File: config.mk
export PLATFORM = sky130hd
export DESIGN_NAME = string_req_arbiter
export DESIGN_NICKNAME = d
export VERILOG_FILES = /design/src/rtl/string_arb_pkg.sv /design/src/rtl/string_req_arbiter_rr_pick.sv /design/src/rtl/string_req_arbiter.sv
export SDC_FILE = /design/constraint.sdc
export NUM_CORES = 1
export LEC_CHECK = 0
export BUFFER_PORTS_ARGS = -buffer_cell sky130_fd_sc_hd__buf_2
export CELL_PAD_IN_SITES_DETAIL_PLACEMENT = 1
export CELL_PAD_IN_SITES_GLOBAL_PLACEMENT = 1
export CORE_MARGIN = 2
export CORE_UTILIZATION = 25
export DETAILED_ROUTE_END_ITERATION = 10
export GPL_ROUTABILITY_DRIVEN = 0
export HOLD_SLACK_MARGIN = 0.03
export PLACE_DENSITY_LB_ADDON = 0.3
export SYNTH_ARGS = -nofsm -noshare
export SYNTH_HDL_FRONTEND = slang
export SYNTH_HIERARCHICAL = 1
export SYNTH_SLANG_ARGS = --single-unit
File: constraint.sdc
create_clock -name clk -period 1.9 [get_ports clk]
set_input_delay 0.19 -clock clk [delete_from_list [all_inputs] [get_ports clk]]
set_output_delay 0.19 -clock clk [all_outputs]
set_load 0.01 [all_outputs]
File: src/rtl/string_arb_pkg.sv
// Shared types and helpers for the string request arbiter: FSM state encoding
// and a reference round-robin winner function.
package string_arb_pkg;

  typedef enum logic [1:0] {
    IDLE  = 2'd0,
    XFER  = 2'd1,
    DRAIN = 2'd2
  } arb_state_t;

  localparam int RR_MAX_REQ = 8;

  // First set bit of req searching upward from last+1, modulo n; returns last if none set.
  function automatic logic [2:0] rr_next(input logic [RR_MAX_REQ-1:0] req,
                                         input logic [2:0] last,
                                         input int n);
    logic [2:0] win;
    win = last;
    for (int k = RR_MAX_REQ; k >= 1; k--) begin
      if (k <= n && req[3'((int'(last) + k) % n)]) begin
        win = 3'((int'(last) + k) % n);
      end
    end
    return win;
  endfunction

endpackage

File: src/rtl/string_req_arbiter_rr_pick.sv
// Combinational round-robin priority encoder: picks the first requester above
// the previous winner, wrapping around.
module rr_pick #(
  parameter int N_REQ = 4,
  parameter int SRC_W = $clog2(N_REQ)
) (
  input  logic [N_REQ-1:0] i_req,
  input  logic [SRC_W-1:0] i_last,
  output logic [SRC_W-1:0] o_winner,
  output logic             o_found
);

  // Descending scan so the candidate closest to last+1 is assigned last and wins.
  always_comb begin
    o_winner = i_last;
    o_found  = |i_req;
    for (int k = N_REQ; k >= 1; k--) begin
      if (i_req[SRC_W'((int'(i_last) + k) % N_REQ)]) begin
        o_winner = SRC_W'((int'(i_last) + k) % N_REQ);
      end
    end
  end

endmodule

File: src/rtl/string_req_arbiter.sv
// Round-robin arbiter that grants a shared byte-stream datapath to one requester
// for a whole string, truncating strings longer than MAX_LEN.
module string_req_arbiter
  import string_arb_pkg::*;
#(
  parameter int N_REQ   = 4,
  parameter int DATA_W  = 8,
  parameter int MAX_LEN = 64,
  localparam int SRC_W  = $clog2(N_REQ),
  localparam int LEN_W  = $clog2(MAX_LEN + 1)
) (
  input  logic                    clk,
  input  logic                    rst_n,
  input  logic [N_REQ-1:0]        i_in_valid,
  input  logic [N_REQ*DATA_W-1:0] i_in_data,
  input  logic [N_REQ-1:0]        i_in_last,
  output logic [N_REQ-1:0]        o_in_ready,
  output logic                    o_out_valid,
  output logic [DATA_W-1:0]       o_out_data,
  output logic                    o_out_last,
  output logic [SRC_W-1:0]        o_out_src,
  input  logic                    i_out_ready,
  output logic                    o_busy,
  output logic                    o_trunc_err,
  output logic [15:0]             o_str_count
);

  arb_state_t        r_state;
  arb_state_t        w_nextState;
  logic [SRC_W-1:0]  r_grant;
  logic [SRC_W-1:0]  r_lastGrant;
  logic [SRC_W-1:0]  w_winner;
  logic              w_found;
  logic [LEN_W-1:0]  r_count;
  logic              r_truncErr;
  logic [15:0]       r_strCount;
  logic [DATA_W-1:0] w_dataArr [N_REQ];
  logic              w_gValid;
  logic              w_gLast;
  logic              w_atMax;
  logic              w_handshake;

  for (genvar gi = 0; gi < N_REQ; gi++) begin : g_unpack
    assign w_dataArr[gi] = i_in_data[gi*DATA_W +: DATA_W];
  end

  rr_pick #(
    .N_REQ (N_REQ),
    .SRC_W (SRC_W)
  ) u_pick (
    .i_req    (i_in_valid),
    .i_last   (r_lastGrant),
    .o_winner (w_winner),
    .o_found  (w_found)
  );

  assign w_gValid    = i_in_valid[r_grant];
  assign w_gLast     = i_in_last[r_grant];
  assign w_atMax     = (r_count == LEN_W'(MAX_LEN - 1));
  assign w_handshake = (r_state == XFER) && w_gValid && i_out_ready;

  assign o_out_data  = w_dataArr[r_grant];
  assign o_out_last  = w_gLast | w_atMax;
  assign o_out_src   = r_grant;
  assign o_busy      = (r_state != IDLE);
  assign o_trunc_err = r_truncErr;
  assign o_str_count = r_strCount;

  always_comb begin
    w_nextState = r_state;
    o_in_ready  = '0;
    o_out_valid = 1'b0;
    case (r_state)
      IDLE: begin
        if (w_found) w_nextState = XFER;
      end
      XFER: begin
        o_out_valid         = w_gValid;
        o_in_ready[r_grant] = i_out_ready;
        if (w_handshake) begin
          if (w_gLast)      w_nextState = IDLE;
          else if (w_atMax) w_nextState = DRAIN;
        end
      end
      DRAIN: begin
        // Discard the tail of a truncated string without involving the datapath.
        o_in_ready[r_grant] = 1'b1;
        if (w_gValid && w_gLast) w_nextState = IDLE;
      end
      default: w_nextState = IDLE;
    endcase
  end

  always_ff @(posedge clk or negedge rst_n) begin
    if (!rst_n) r_state <= IDLE;
    else        r_state <= w_nextState;
  end

  always_ff @(posedge clk or negedge rst_n) begin
    if (!rst_n) begin
      r_grant     <= '0;
      r_lastGrant <= SRC_W'(N_REQ - 1);
      r_count     <= '0;
      r_truncErr  <= 1'b0;
      r_strCount  <= 16'd0;
    end else begin
      r_truncErr <= 1'b0;
      case (r_state)
        IDLE: begin
          if (w_found) begin
            r_grant <= w_winner;
            r_count <= '0;
          end
        end
        XFER: begin
          if (w_handshake) begin
            r_count <= r_count + LEN_W'(1);
            if (w_gLast) begin
              r_lastGrant <= r_grant;
              r_strCount  <= r_strCount + 16'd1;
            end else if (w_atMax) begin
              r_truncErr <= 1'b1;
              r_strCount <= r_strCount + 16'd1;
            end
          end
        end
        DRAIN: begin
          if (w_gValid && w_gLast) r_lastGrant <= r_grant;
        end
        default: ;
      endcase
    end
  end

endmodule
==> impl_metrics.toml, run 1 <==
[floorplanning]
core_region_area_sq_um = 7330
rows = 31
start_util = 0.262
die_w_um = 91.6
die_y_um = 91.6
io_pins = 77
die-area_sq_um = 8390

[finish]
fin_nets = 330
area_growth_pct = 44.6
antennaDiodeCount = 0
fill_cells = 868
drive_gt1_frac = 0.518
fin_cells = 381

[synthesis]
synth-edff-count = 0
syn_nets = 231
yosys_warnings = 6
synthArstFlopShare = 1.00
syn_area_sq_um = 1920
ys_seq_elements = 30
synthDistinctLibCells = 42
yosysSeqAreaShare = 0.393
synth_cells = 182
avgSynthCellArea_sq_um = 10.5
ys.flop_type = "dfrtp_1"

[power_and_ir_drop]
power_mw = 3.38
peakVddDrop_mv = 0.417
p_per_area_nw_per_um2 = 1220
p_leak_nw = 1.32

[global_routing]
grt_usage = 0.129
grt_remaining_overflow = 0
antenna_found_initial = 0
grt_pass1_vias = 1803
grt_pass1_wl_um = 8680
grt_max_degree = 31

[place]
dp_hpwl_um = 4160
io_buffers = 76
dp_cells = 371

[run_status]
status = "complete, no violations"

[clock_tree]
htreeDepth = 2
cts.clk_slew.worst_paths_ns = 0.07
numCtsBuffers = 5
cts.sinks = 30
cts-root-buf = "clkbuf_8"
cts_tree = "done"
clk_latency_ns = 0.29
cts_buffer_depth = 2

[min_path]
hold_class = "in2reg"

[timing]
grt_setup_unrepaired = "yes"
skew_ns = 0.00878
fin_crit_ns = 1.87
finalCritPeriodShare = 0.986
setup_violations = 0
max_slew_margin = 0.548
slew_violations = 0
max_slew.worst_pin.slew_ns = 0.678
hold_viol_final = 0
timing.fmax_mhz = 534

[detailed_routing]
drc = 0
finalWirelength_um = 5270
avgViaCountPerCell = 4.64
dr_total_vias = 1767
postRouteAntennaNets = 0
drt_iter0_drc = 35
avgRoutedWirePerCell_um = 13.8
first_pass_iters = 4

[setup_path]
cpPeakStageDelay_ns = 0.57
arrival_ns = 1.68
cp.required_ns = 1.71
crit_chain = "mux4_2 -> a31oi_4 -> inv_2 -> buf_6"
slowest_stage = "mux4_2"
cp-end-kind = "output port"
path_delay_family = "multiplexers"
startpoint_type = "flip-flop"
critPathMaxFanout = 4
critPathBufInv = 2
path_class = "reg2out"

[run]
max_cap_violations = 0
==> cells by family after synthesis <==
logic type	after synthesis	share of synthesized area
AO/OA/AOI/OAI	25	0.0920
XOR/XNOR	18	0.0822
adder cells (fa/ha/maj)	6	0.0391
buffers and inverters	15	0.0326
multiplexers	21	0.179
AND/OR/NAND/NOR	67	0.183
flip-flops	30	0.393
==> flip-flops by register name, summed over array words and instances, names as in the netlist <==
signal,cells
o_str_count,16
r_count,7
o_out_src,2
r_lastGrant,2
r_state,2
o_trunc_err,1
==> report_power, final <==
part,switching (mW),total (mW),internal [mW]
registers,0.159,0.943,0.784
clock network,0.255,0.546,0.291
logic,0.906,1.89,0.988
==> worst register-to-register path, delay by kind of cell (launching register included) <==
| family | cells | cell delay [ns] |
|---|---|---|
| DFF | 1 | 0.44 |
| muxes | 1 | 0.41 |
| and+or+nand+nor | 2 | 0.38 |
| buffers and inverters | 2 | 0.28 |
| xor gates and xnor gates | 1 | 0.15 |
| AOI/OAI and AO/OA | 1 | 0.06 |
==> layout make-up <==
class,instances,area [sq um],share of cell area
clock buffer,6,82.6,0.0298
clock inverter,2,12.5,0.00451
inverter,9,33.8,0.0122
multi-input combinational,137,1200,0.434
sequential,30,756,0.273
tap,99,124,0.0447
timing repair buffer,98,562,0.203
==> synthesized netlist by cell type, types with 3 or more instances <==
cell type / n / share of area
nor3_1: 5 / 0.013
nor2_1: 11 / 0.022
nand4_1: 7 / 0.023
nand2b_1: 3 / 0.0098
a211oi_1: 3 / 0.012
mux4_2: 10 / 0.12
mux2i_1: 5 / 0.026
o21ai_0: 5 / 0.013
ha_1: 6 / 0.039
nand2_1: 20 / 0.039
nand3_1: 5 / 0.013
dfrtp_1: 28 / 0.37
xnor2_1: 16 / 0.073
inv_1: 8 / 0.016
and3_1: 6 / 0.020
a21oi_1: 6 / 0.016
mux2_2: 4 / 0.023
==> placed cells by master (no fill, tap or decap), drive strengths merged, types with 7 or more instances in the layout <==
cell type,instances
buf,97
dfrtp,28
inv,9
mux4,10
nand2,20
nand4,7
nor2,11
xnor2,16
==> metrics by stage <==
step	hold slack, ns	instance area, sq um	setup TNS [ns]	utilization	setup slack [ns]
finish	0.358	2770	0	0.378	0.0271
global route	0.394	2770	-0.158	0.378	-0.0520
floorplan	-0.106	1930	-0.241	-	-0.0989
detailed placement	0.283	2550	-0.0834	0.348	-0.0423
CTS	0.342	2700	-0.0107	0.368	-0.0107
global placement	0.288	2550	0	0.348	0.0206
==> worst paths after layout <==
| path | startpoint | to | slack [ns] | cells past startpoint |
|---|---|---|---|---|
| max in group asynchronous | rst_n | o_out_src[0] | 0.94 | 2 |
| max reg2reg | o_out_src[0] | o_str_count[10] | 0.06 | 7 |
| min in group asynchronous | rst_n | o_str_count[3] | 0.49 | 2 |
| min reg2reg | o_str_count[15] | o_str_count[15] | 0.46 | 1 |
| min | i_in_valid[2] | o_out_src[1] | 0.36 | 4 |
| max | o_out_src[0] | o_out_last | 0.03 | 4 |
==> metal layers <==
layer / vias up / global-route usage / share of wire
met5: - / 0 / 0
met4: 0 / 0.0404 / 0.011
met3: 5 / 0.0315 / 0.039
met2: 39 / 0.210 / 0.49
met1: 865 / 0.167 / 0.46
li1: 858 / - / -
==> timing repair <==
action	CTS	global route
hold buffers	1	0
endpoints found under the hold margin	28	0
resized for setup	7	22
buffers inserted	3	2
endpoints found under the setup margin	15	30
pin swaps	1	7
Note: power is estimated with default switching activity, not from simulation.
==> inputs of run 2 (changes only) <==
- PLACE_DENSITY: unset -> 0.69
- PLACE_DENSITY_LB_ADDON: 0.3 -> unset
==> run 2 against run 1 <==
The flow now finishes with violations (setup timing). Via count is 0.68% higher. Clock power is 50% higher. Global-route usage grew 0.85 points. Clock-buffer cell count unchanged. Critical path depth rose by 3. Fmax down 3.2%. Routed wire length up 11%. Utilization increased by 0.70 points. Sequential power is 1% lower. Critical endpoint is now r_state[0]. Largest cell class unchanged. Largest power group unchanged. Highest routed layer unchanged.
==> impl_metrics.toml, run 2 (synthesis gave the netlist of run 1 again) <==
[run_status]
status = "finished, violations left"
violations = "setup timing"

[clock_tree]
cts_buffer_depth = 2
htreeDepth = 2
cts_tree = "done"
cts.sinks = 30
cts-root-buf = "clkbuf_8"
cts.clk_slew.worst_paths_ns = 0.06
clk_latency_ns = 0.29
numCtsBuffers = 5

[detailed_routing]
avgRoutedWirePerCell_um = 15.1
first_pass_iters = 4
dr_total_vias = 1779
drt_iter0_drc = 46
finalWirelength_um = 5830
avgViaCountPerCell = 4.61
postRouteAntennaNets = 0
drc = 0

[finish]
largest_register_ffs = 16
fin_cells = 386
layout_common_cells = "buf_2 (75), dfrtp_1 (28), buf_4 (23), nand2_1 (19), xnor2_1 (16)"
drive_gt1_frac = 0.495
fin_nets = 335
antennaDiodeCount = 0
final_common_cell = "buf_2"
area_growth_pct = 47.2

[setup_path]
critPathMaxFanout = 3
arrival_ns = 2.10
cp.required_ns = 2.07
path_class = "reg2reg"
startpoint_type = "flip-flop"
cp-end-kind = "flip-flop"
rrSetupSlack_ns = -0.03

[timing]
finalCritPeriodShare = 1.02
tns_ns = -0.0569
skew_ns = 0.00492
setup_violations = 2
fin_crit_ns = 1.93
hold_viol_final = 0
max_slew.worst_pin.slew_ns = 0.694
max_slew_margin = 0.537
grt_setup_unrepaired = "yes"
slew_violations = 0
timing.fmax_mhz = 517
fin_ws_ns = -0.0344

[global_routing]
grt_pass1_vias = 1922
grt_max_degree = 31
antenna_found_initial = 0
grt_usage = 0.137
grt_pass1_wl_um = 9230
grt_remaining_overflow = 0

[min_path]
hold_class = "in2reg"

[floorplanning]
start_util = 0.262
core_region_area_sq_um = 7330
die_w_um = 91.6
die-area_sq_um = 8390
rows = 31
io_pins = 77
die_y_um = 91.6

[power_and_ir_drop]
p_leak_nw = 1.36
peakVddDrop_mv = 0.458
p_per_area_nw_per_um2 = 1310

[place]
dp_cells = 372
io_buffers = 76
dp_hpwl_um = 4530

[run]
max_cap_violations = 0
[run 2: cell types whose count changed in the layout (fill, tap and decap cells not counted), sizes merged]
| cell | change |
|---|---|
| buf | +5 |
| bufinv | +2 |
| clkinvlp | -1 |
| clkinv | -1 |
[run 2: worst paths after layout]
kind | end | startpoint | depth (start not counted)
setup / recovery | r_state[0] | o_out_src[0] | 7
hold / removal | o_out_src[0] | i_in_valid[1] | 3
setup reg to reg | r_state[0] | o_out_src[0] | 7
hold reg to reg | o_str_count[15] | o_str_count[15] | 1
max in group asynchronous | r_state[1] | rst_n | 2
min in group asynchronous | o_str_count[5] | rst_n | 2
[run 2: layer usage]
| layer | routed length (um) | GRT usage |
|---|---|---|
| met5 | 0 | 0 |
| met3 | 244 | 0.0340 |
| met4 | 31 | 0.0341 |
| met2 | 2960 | 0.232 |
| met1 | 2600 | 0.174 |
[run 2: cell type report]
type,instances,area (sq um)
Multi-Input combinational cell,137,1160
Sequential cell,30,753
Inverter,9,33.8
Tap cell,99,124
Clock inverter,2,60.1
Clock buffer,6,82.6
Fill cell,867,4510
Timing Repair Buffer,103,607
[run 2: critical path, stage by stage, from the launching register on]
cell	delay (ns)
dfrtp_1	0.40
mux4_2	0.57
a31oi_4	0.20
inv_2	0.06
buf_4	0.14
nand2_2	0.06
a211oi_2	0.08
mux2_1	0.32
[run 2: per-stage QoR]
stage | hold slack [ns] | utilization | area [sq um] | setup WS (ns) | total power [mW]
floorplan | -0.106 | - | 1930 | -0.0989 | 2.00
global placement | 0.280 | 0.349 | 2560 | 0.0223 | 2.62
detailed placement | 0.283 | 0.349 | 2560 | -0.0272 | 2.67
CTS | 0.370 | 0.376 | 2760 | -0.00948 | 3.61
global route | 0.394 | 0.385 | 2820 | -0.103 | 3.96
finish | 0.379 | 0.385 | 2820 | -0.0344 | 3.71
[run 2: what timing repair did]
action                                  CTS  global route
buffers inserted                          4             2
endpoints found under the hold margin    28             0
hold buffers                              1             0
resized for setup                         6            14
pin swaps                                 0             3
endpoints found under the setup margin    8            24
[run 2: power breakdown]
part	leakage [nW]	internal, mW	switching, mW
Combinational	0.887	1.01	0.951
Sequential	0.398	0.780	0.150
Clock	0.0714	0.559	0.259
Total	1.36	2.35	1.36
==> inputs of run 3 (changes only) <==
- PLACE_DENSITY: 0.69 -> 0.7
- SYNTH_HIERARCHICAL: 1 -> unset
- clock period: 1.9 -> 1.7 ns (I/O delays scaled with it)
==> run 3 against run 2 <==
Critical path depth shrank 3. The flow still finishes with violations (setup timing). Sequential share of layout area is 1.0 points lower. Combinational power up 13%. Register-to-register slack got worse by 0.11 ns. Synthesized cell count shrank 9.3%. Design area is 4.0% higher. Critical path type is now reg2out. Routed wire length fell by 0.79%. Worst hold slack worse by 0.11 ns. Via count fell by 2.0%. Clock power decreased by 25%. Largest cell class unchanged. Area after synthesis fell by 5.7%. Critical endpoint is now o_out_last.
==> impl_metrics.toml, run 3 <==
[run_status]
status = "finished, violations left"
violations = "setup timing"

[power_and_ir_drop]
power_mw = 3.84
p_per_area_nw_per_um2 = 1310
peakVddDrop_mv = 0.339
p_leak_nw = 1.47

[setup_path]
rrSetupSlack_ns = -0.14
crit_end = "o_out_last"
arrival_ns = 1.69
cp.required_ns = 1.53
timing.rr.end = "o_str_count[1]"
cp-end-kind = "output port"
reg2reg_depth = 6
startpoint = "o_out_src[0]"
path_class = "reg2out"
startpoint_type = "flip-flop"
rr_startpoint = "o_out_src[0]"
critPathMaxFanout = 3

[clock_tree]
htreeDepth = 2
cts.clk_slew.worst_paths_ns = 0.07
numCtsBuffers = 5
clk_latency_ns = 0.29
cts_buffer_depth = 2
cts.sinks = 30
cts-root-buf = "clkbuf_8"
cts_tree = "done"

[detailed_routing]
dr_total_vias = 1744
drc = 0
finalWirelength_um = 5780
drt_iter0_drc = 33
first_pass_iters = 4
postRouteAntennaNets = 0
avgRoutedWirePerCell_um = 15.1
avgViaCountPerCell = 4.57

[global_routing]
grt_remaining_overflow = 0
grt_usage = 0.143
grt_pass1_vias = 1862
antenna_found_initial = 0
grt_max_degree = 31
grt_pass1_wl_um = 8760

[synthesis]
ys.flop_type = "dfrtp_1"
synthTopCellsByCount = "dfrtp_1 (28), nand2_1 (16), nand3_1 (14)"
synth_most_common_cell = "dfrtp_1"
avgSynthCellArea_sq_um = 11.0
synth-edff-count = 0
synthArstFlopShare = 1.00
synth_area_leaders = "dfrtp_1 (39%), mux4_2 (12%), xnor2_1 (4.8%), xor2_1 (4.8%), ha_1 (4.2%)"
synth_cells = 165
yosys.area.top_type = "dfrtp_1"
syn_nets = 214
syn_area_sq_um = 1810
ys_seq_elements = 30
netlist.area_leader.share = 0.388
yosysSeqAreaShare = 0.417
synthDistinctLibCells = 43
yosys_warnings = 0

[timing]
skew_ns = 0.00844
setup_violations = 32
fin_hold_ws_ns = 0.269
timing.fmax_mhz = 537
max_slew_margin = 0.538
finalCritPeriodShare = 1.10
slew_violations = 0
fin_crit_ns = 1.86
hold_viol_final = 0
fin_ws_ns = -0.162
tns_ns = -2.39
max_slew.worst_pin.slew_ns = 0.693
grt_setup_unrepaired = "yes"

[finish]
drive_gt1_frac = 0.601
area_growth_pct = 62.5
largest_register_ffs = 16
fin_nets = 331
final_common_cell = "buf_2"
layout_common_cells = "buf_2 (73), buf_4 (30), dfrtp_1 (28), nand2_1 (12)"
antennaDiodeCount = 0

[floorplanning]
die_y_um = 89.0
core_region_area_sq_um = 7140
rows = 31
die-area_sq_um = 7930
start_util = 0.253
die_w_um = 89.0
io_pins = 77

[place]
pre_cts_ws_ns = -0.143
io_buffers = 76
dp_hpwl_um = 4080

[min_path]
hold_class = "in2reg"
hold_depth = 3

[run]
max_cap_violations = 0
[run 3: cell count changes after synthesis, moves of 3 or more]
cell	before	now
nand3_1	5	14
a211oi_1	3	0
a21oi_1	6	1
nand4_1	7	3
nand2_1	20	16
mux2i_1	5	1
xnor2_1	16	10
xor2_1	2	10
[run 3: how the worst min path moves through the flow]
stage	start	end	slack, ns
final	i_in_valid[2]	o_out_src[1]	0.27
after global routing	i_in_valid[2]	o_out_src[1]	0.30
after CTS	i_in_valid[2]	o_out_src[1]	0.27
after detailed placement	rst_n	o_str_count[15]	0.26
after global placement	rst_n	o_str_count[12]	0.25
after floorplan	rst_n	o_out_src[0]	-0.13
[run 3: cell families after synthesis]
kind of cell             after synthesis  synth area share
AO/OA/AOI/OAI                         17            0.0671
buffers and inverters                 11            0.0298
XOR/XNOR                              20            0.0969
AND/OR/NAND/NOR                       66             0.193
multiplexers                          15             0.155
adder cells (fa/ha/maj)                6            0.0415
flip-flops                            30             0.417
[run 3: stage by stage]
step | instances | instance area [sq um] | utilization
2_1_floorplan | 165 | 1820 | -
3_3_place_gp | 362 | 2490 | 0.349
3_5_place_dp | 362 | 2490 | 0.349
4_1_cts | 379 | 2760 | 0.387
5_1_grt | 382 | 2940 | 0.412
6_report | 382 | 2940 | 0.412
[run 3: worst max-delay path, stage by stage (launching register included)]
cell and delay [ns]:
dfrtp_1 0.40, mux4_2 0.55, a21o_4 0.22, buf_6 0.12
buf_6 0.11
[run 3: where the power goes]
part / switching [mW] / total (mW) / internal, mW
clock: 0.286 / 0.611 / 0.325
combinational: 1.02 / 2.21 / 1.19
sequential: 0.158 / 1.02 / 0.865
total: 1.46 / 3.84 / 2.38
[run 3: layout make-up]
type / count / area [sq um]
flip-flops and latches: 30 / 753
clock inverters: 2 / 12.5
fillers: 844 / 4200
clock buffers: 6 / 82.6
repair buffers: 115 / 733
multi-input cells: 124 / 1210
well taps: 99 / 124
inverters: 6 / 22.5
[run 3: repair_timing]
item                                    in CTS  in global routing
hold endpoints to repair                    28                  0
setup buffers                                8                  3
pin swaps                                   15                 13
gates resized for setup                     26                 27
hold buffers                                 1                  0
endpoints found under the setup margin      31                 39
[run 3: metal layers]
| layer | vias up | wire [um] | global-route usage |
|---|---|---|---|
| met2 | 20 | 3380 | 0.279 |
| met4 | 0 | 106 | 0.0448 |
| met1 | 889 | 2180 | 0.153 |
| met3 | 11 | 110 | 0.0286 |
| li1 | 824 | - | - |
| met5 | - | 0 | 0 |
